`config.mk`:
```
export PLATFORM = sky130hd
export DESIGN_NAME = binary_to_bcd_stage
export DESIGN_NICKNAME = d
export VERILOG_FILES = /design/src/rtl/kpn_display_pkg.sv /design/src/rtl/binary_to_bcd_stage_bcd_add3.sv /design/src/rtl/binary_to_bcd_stage.sv
export SDC_FILE = /design/constraint.sdc
export NUM_CORES = 1
export LEC_CHECK = 0
export CAP_MARGIN = 40
export CORE_ASPECT_RATIO = 1.5
export CORE_MARGIN = 5
export CORE_UTILIZATION = 50
export CTS_CLUSTER_SIZE = 25
export DETAILED_ROUTE_END_ITERATION = 16
export PLACE_DENSITY = 0.72
export SLEW_MARGIN = 30
export SYNTH_ARGS = -nofsm -noshare
export SYNTH_HDL_FRONTEND = slang
export SYNTH_SLANG_ARGS = --single-unit
```
`constraint.sdc`:
```
create_clock -name clk -period 3.2 [get_ports clk]
set_clock_uncertainty 0.2 [all_clocks]
set_input_delay 0.8 -clock clk [delete_from_list [all_inputs] [get_ports clk]]
set_output_delay 0.8 -clock clk [all_outputs]
set_load 0.02 [all_outputs]
```
`src/rtl/kpn_display_pkg.sv`:
```
// Shared definitions for the KPN display path: FSM state encoding and BCD
// formatting constants used by binary_to_bcd_stage and write_to_display users.
package kpn_display_pkg;

  localparam int BCD_DIGITS = 4;
  localparam int DIGIT_W    = 4;
  localparam int BCD_W      = BCD_DIGITS * DIGIT_W;
  localparam int MAX_DEC    = 9999;

  typedef enum logic [1:0] {
    IDLE,
    CAPTURE,
    SHIFT,
    DONE
  } state_e;

endpackage

```
`src/rtl/binary_to_bcd_stage_bcd_add3.sv`:
```
// bcd_add3: double-dabble digit correction. A digit of 5 or more gets +3 so
// that the following left shift carries correctly into the next decade.
module bcd_add3 (
  input  logic [3:0] digit_i,
  output logic [3:0] digit_o
);

  assign digit_o = (digit_i >= 4'd5) ? (digit_i + 4'd3) : digit_i;

endmodule

```
`src/rtl/binary_to_bcd_stage.sv`:
```
// binary_to_bcd_stage: pops unsigned words from an upstream FIFO and converts
// each to four packed BCD digits, one double-dabble step per clock.
// Optional build macro BCD_SATURATE_EN: when defined, words above MAX_DEC are
// clamped to 9999 and converted; when undefined they are dropped (ovf only).
module binary_to_bcd_stage
  import kpn_display_pkg::*;
#(
  parameter int DATA_W = 16,
  parameter int MAG_W  = 14
) (
  input  logic              clk,
  input  logic              reset,
  input  logic              fifo_empty,
  input  logic [DATA_W-1:0] fifo_data,
  output logic              fifo_rd,
  output logic [BCD_W-1:0]  bcd_out,
  output logic              bcd_valid,
  output logic              busy,
  output logic              ovf
);

  localparam int SR_W  = BCD_W + MAG_W;
  localparam int CNT_W = $clog2(MAG_W);
  localparam logic [DATA_W-1:0] MAX_DEC_W = DATA_W'(MAX_DEC);

  state_e             state_q;
  logic [CNT_W-1:0]   cnt_q;
  logic [SR_W-1:0]    shiftReg_q;
  logic [SR_W-1:0]    shiftReg_d;
  logic [BCD_W-1:0]   bcdOut_q;
  logic               bcdValid_q;
  logic [BCD_W-1:0]   digitsAdj;
  logic [MAG_W-1:0]   magLoad;
  logic               overRange;

  // Correct every digit of the BCD field before it is shifted.
  for (genvar g = 0; g < BCD_DIGITS; g++) begin : gDigit
    bcd_add3 u_add3 (
      .digit_i (shiftReg_q[MAG_W + DIGIT_W*g +: DIGIT_W]),
      .digit_o (digitsAdj[DIGIT_W*g +: DIGIT_W])
    );
  end

  assign shiftReg_d = {digitsAdj, shiftReg_q[MAG_W-1:0]} << 1;

  assign overRange = (fifo_data > MAX_DEC_W);

`ifdef BCD_SATURATE_EN
  assign magLoad = overRange ? MAG_W'(MAX_DEC) : fifo_data[MAG_W-1:0];
`else
  assign magLoad = fifo_data[MAG_W-1:0];
`endif

  // The read strobe, busy and ovf are decoded from the state register so they
  // line up with the FIFO handshake cycle (pop in IDLE, data in CAPTURE).
  assign fifo_rd   = (state_q == IDLE) && !fifo_empty;
  assign busy      = (state_q != IDLE);
  assign ovf       = (state_q == CAPTURE) && overRange;
  assign bcd_out   = bcdOut_q;
  assign bcd_valid = bcdValid_q;

  // Conversion FSM: the result is loaded on the last shift so that bcd_out and
  // bcd_valid are already presented during the DONE cycle.
  always_ff @(posedge clk or posedge reset) begin
    if (reset) begin
      state_q    <= IDLE;
      cnt_q      <= '0;
      shiftReg_q <= '0;
      bcdOut_q   <= '0;
      bcdValid_q <= 1'b0;
    end else begin
      bcdValid_q <= 1'b0;
      case (state_q)
        IDLE: begin
          if (!fifo_empty) begin
            state_q <= CAPTURE;
          end
        end
        CAPTURE: begin
          shiftReg_q <= {{BCD_W{1'b0}}, magLoad};
          cnt_q      <= '0;
`ifdef BCD_SATURATE_EN
          state_q    <= SHIFT;
`else
          state_q    <= overRange ? IDLE : SHIFT;
`endif
        end
        SHIFT: begin
          shiftReg_q <= shiftReg_d;
          cnt_q      <= cnt_q + 1'b1;
          if (cnt_q == CNT_W'(MAG_W - 1)) begin
            bcdOut_q   <= shiftReg_d[SR_W-1 -: BCD_W];
            bcdValid_q <= 1'b1;
            state_q    <= DONE;
          end
        end
        DONE: begin
          state_q <= IDLE;
        end
        default: begin
          state_q <= IDLE;
        end
      endcase
    end
  end

endmodule

```
### Yosys cells after proc, flatten, opt, wreduce, memory -nomap -nowiden

Cells that the tools add are included.
W data, S select, Z words.

| storage, ports and cells | value |
|---|---|
| word-level logic and storage cells | 41 |
| output and inout bits | 20 |
| register bits | 53 |
| input port bits | 19 |

| operators by class | value |
|---|---|
| magnitude comparators | 5 |
| reductions and logical operators | 8 |
| multiplexer cells | 12 |
| equality and inequality tests | 6 |
| $add $sub $neg | 5 |

Operator list:

| operator | number |
|---|---|
| $pmux W30 S2 | 1 |
| $ge A4 B3 Y1 const B | 4 |
| $gt A16 B14 Y1 const B | 1 |
| $add A4 B2 Y4 const B | 3 |
| $mux W4 | 3 |
| $pmux W2 S4 | 1 |
| $pmux W4 S2 | 1 |
| $mux W2 | 3 |
| $add A4 B1 Y4 const B | 1 |
| $eq A2 B2 Y1 const B | 2 |
| $eq A4 B4 Y1 const B | 1 |
| $ne A2 B2 Y1 const B | 2 |
| $reduce_and A2 Y1 | 2 |
| $reduce_bool A2 Y1 | 2 |
| $add A3 B2 Y3 const B | 1 |
| $mux W3 | 1 |
| $eq A2 B1 Y1 const B | 1 |
| $logic_and A1 B1 Y1 | 2 |
| $logic_not A2 Y1 | 1 |
| $mux W1 | 2 |
| $logic_not A1 Y1 | 1 |

### Depth between registers and ports, before layout

| depth | value |
|---|---|
| word-level depth | 3 |
| depth in mapped cells | 7 |
| gate-level depth less buffers | 6 |

### Modules after synthesis

A second synthesis with hierarchy kept.

| second synthesis, totals | value |
|---|---|
| cell total of the unflattened synthesis | 246 |
| area total of the unflattened synthesis | 2,710.1 um^2 |

Modules (own cells, without submodules):

| module | area an instance (um^2) | times used | cells an instance | seq. area each (um^2) |
|---|---|---|---|---|
| binary_to_bcd_stage | 2,304.7 | 1 | 182 | 1,326.3 |
| bcd_add3 | 101.3 | 4 | 16 | 0.0 |

### Worst setup path after synthesis

No wires, ideal clock.

| timing | value |
|---|---|
| path type | input -> output |
| start point | input fifo_data[12] |
| end point | output ovf |
| path buffers | 0 |
| arrival time | 1.622 ns |
| path slack | 0.578 ns |
| data required time | 2.200 ns |
| stages on the path | 3 |
| cells stage by stage | or4_1 -> nand3_1 -> and2_1 |

| on the way | value |
|---|---|
| longest elaborated chain between the ends | 2 |

Ends and longest elaborated chain:

| what | line | text |
|---|---|---|
| start: declaration | binary_to_bcd_stage.sv:14 | `input logic [DATA_W-1:0] fifo_data,` |
| $gt A16 B14 Y1 | binary_to_bcd_stage.sv:46 | `assign overRange = (fifo_data > MAX_DEC_W);` |
| $logic_and A1 B1 Y1 | binary_to_bcd_stage.sv:58 | `assign ovf = (state_q == CAPTURE) && overRange;` |
| end: declaration | binary_to_bcd_stage.sv:19 | `output logic ovf` |

Every way passes these cells.

### Worst setup path after layout

| timing | value |
|---|---|
| start point | input fifo_data[7] |
| end point | output ovf |

The elaborated chain is that of the path after synthesis.

==> impl_metrics.ini <==
[status]
status = finished clean

[clocking]
numCtsBuffers = 5
cts_tree = done
clockRootBuffer = clkbuf_8
cts_hold_buf = 0
path_clk_slew_ns = 0.09
cts_buffer_depth = 2
clk_latency_ns = 0.31
htree_levels = 2
numClockSinks = 53

[critical_path]
critPathTopFamily = simple AND/OR/NAND/NOR gates
reg2reg_to = shiftReg_q[17]$_DFFE_PP0P_
worst-setup-path-type = in2out
cp_max_fo = 2
arrival_ns = 2.11
slowest_stage = clkdlybuf4s50_1
required_ns = 2.20
max_stage_delay_ns = 0.42
reg2reg_setup_slack_ns = 1.12
r2r_cells = 5
cp_cell_sequence = clkdlybuf4s50_1 -> nor4_1 -> or4_4 -> nand3_4 -> and2_4 -> buf_6
start_kind = input port
r2r-start = state_q[0]$_DFFE_PP0P_
path_buf_inv = 2
end_kind = output pin

[global_routing]
grt_max_degree = 33
overflow = 0
grtUsageTotal_pct = 15.7
antenna_found_initial = 0
first_global_vias = 1995
grt_pass1_wl_um = 8810

[min_path]
hold_start = bcd_out[3]$_DFFE_PP0P_
hold-path-cell-count = 2
whs_endpoint = bcd_out[3]$_DFFE_PP0P_
hold_path_class = reg2reg

[die]
num_rows = 32
core_um2 = 5120
floorplan.initialDensity_pct = 51.0
die_area_um2 = 6810
pin_count = 39
dieWidth_um = 69.1
die_h_um = 98.6

[place]
pre_cts_slack_ns = -0.471
port_buffers = 38
dp_cells = 362
dpl.hpwl_um = 3850
gp_congestion = 0.788

[finish]
stdcell_count = 370
final-seq-area_um2 = 1330
diodes = 0
multi_input_area_um2 = 1170
final_nets = 334
syn_to_final_growth_pct = 24.4
final_layout_size_suffix_gt1_share_pct = 10.9
fill_cells = 459

[routing]
drc = 0
viasPerCell = 5.38
dr.pass1.iters = 4
dr.first_iter.drc_count = 61
avgRoutedWirePerCell_um = 13.9
routed_wl_um = 5150
ant_nets = 0
num_vias = 1990

[synthesis]
synth-seq-area-share_pct = 50.7
synth_top_area_share_pct = 50.7
avgSynthCellArea_um2 = 10.1
yosys_warnings = 0
synth_xor_area_share_pct = 1.34
yosys.area_share.simple_pct = 11.7
synth-edff-count = 0
netlist_top_cells_count = dfrtp_1, a21oi_1, inv_1, nand2_1, o21ai_0
synth_area_um2 = 2620
synth_nets = 291
synth_compound_area_share_pct = 16.7
async_flop_share_pct = 100
synthMostInstantiatedCell = dfrtp_1
ys_ff_latch = 53
yosysTopAreaCell = dfrtp_1
synthFlopType = dfrtp_1
synth_cell_types = 32
synth_top_family_by_area = compound AO/OA/AOI/OAI gates
synthTopCellsByArea = dfrtp_1, ha_1, mux2i_1
synth_cells = 258
synthMuxAreaShare_pct = 7.42
yosys.area_share.adder_pct = 6.70

[sta]
rsz0062_at_grt = false
timing.final.setup_violations = 0
max_freq_ghz = 0.322
finalMaxSlewViolations = 0
fin_ws_ns = 0.0925
relSlewSlack_pct = 68.7
layout_min_cycle_time_ns = 3.11
finalCritPeriodShare_pct = 97.1
hold_violations = 0
worst_pin_slew_ns = 0.468

[pwr]
p_per_area_nw_per_um2 = 608
power_mw = 1.98
ir_worst_vdd_mv = 0.377
p_leak_nw = 1.37

[flow_run]
cap_violations = 0
## cells in the final DEF (no fill, tap or decap), drive strengths merged
cell type,n
dfrtp,53
nand3,6
nand4,2
nor2,18
a21oi,25
o31ai,4
ha,14
or4,1
nor4,1
mux2i,13
bufinv,1
clkbuf,7
xnor2,4
o2bb2ai,1
mux2,5
a32o,4
nor2b,1
dlymetal6s2s,4
nor3b,8
o22ai,12
inv,21
a211oi,1
and2,2
a31o,2
buf,11
o21ai,22
nand2b,4
clkdlybuf4s50,33
nand2,21
a22oi,1
## worst min-delay path: stages, from the launching register on
cell and delay [ns]:
dfrtp_1 0.35, nand2_1 0.04, o21ai_0 0.06
## metrics by stage
step / area [um^2] / TNS, ns / utilization [%] / hold WS (ns)
6_report: 3250 / 0 / 63.5 / 0.284
5_1_grt: 3250 / 0 / 63.5 / 0.318
4_1_cts: 3220 / 0 / 62.9 / 0.291
3_5_place_dp: 3110 / -0.471 / 60.6 / 0.269
3_3_place_gp: 3110 / -0.457 / 60.6 / 0.260
2_1_floorplan: 2620 / 0 / - / 0.262
## state kept, by name, summed over array words and instances (netlist names), named ones only
register    flops
state_q         1
bcd_out        16
cnt_q           4
shiftReg_q     30
bcd_valid       1
## how the worst max path moves through the flow
stage,from,endpoint,slack [ns],cells past startpoint
after CTS,fifo_data[7],ovf,0.02,6
after floorplan,fifo_data[12],ovf,0.58,3
final,fifo_data[7],ovf,0.09,6
after global placement,fifo_data[4],ovf,-0.46,6
after global routing,fifo_data[7],ovf,0.02,6
after detailed placement,fifo_data[7],ovf,-0.47,6
## kinds of logic (layout without fill, tap and decap cells)
family          after synthesis  after routing
compound gates               72             72
simple gates                 64             64
flops                        53             53
buf+inv                      33             77
mux                          18             18
fa+ha+maj                    14             14
xor+xnor                      4              4
## what timing repair did
action | CTS | global route
setup buffers | 0 | 0
endpoints found under the setup margin | 1 | 1
pin swaps | 0 | 2
resized for setup | 6 | 8
## per-layer routing
layer  share of wire (%)  global-route usage (%)
met2                  55                    30.5
met3                 3.8                    3.37
met5                   0                       0
met4                 1.7                    5.71
met1                  39                    16.0
## layout make-up
class	count	share of cell area, %
clock buffer	7	2.65
clock inverter	1	0.923
inverter	21	2.42
multi-input combinational	172	35.9
sequential	53	40.8
tap	68	2.62
timing repair buffer	48	14.7
## power breakdown
part / internal (mW) / total, mW / leakage, nW / switching (mW)
registers: 0.780 / 0.846 / 0.699 / 0.0661
logic: 0.266 / 0.659 / 0.610 / 0.393
clock network: 0.255 / 0.473 / 0.0585 / 0.218
(Power assumes the default switching activity.)
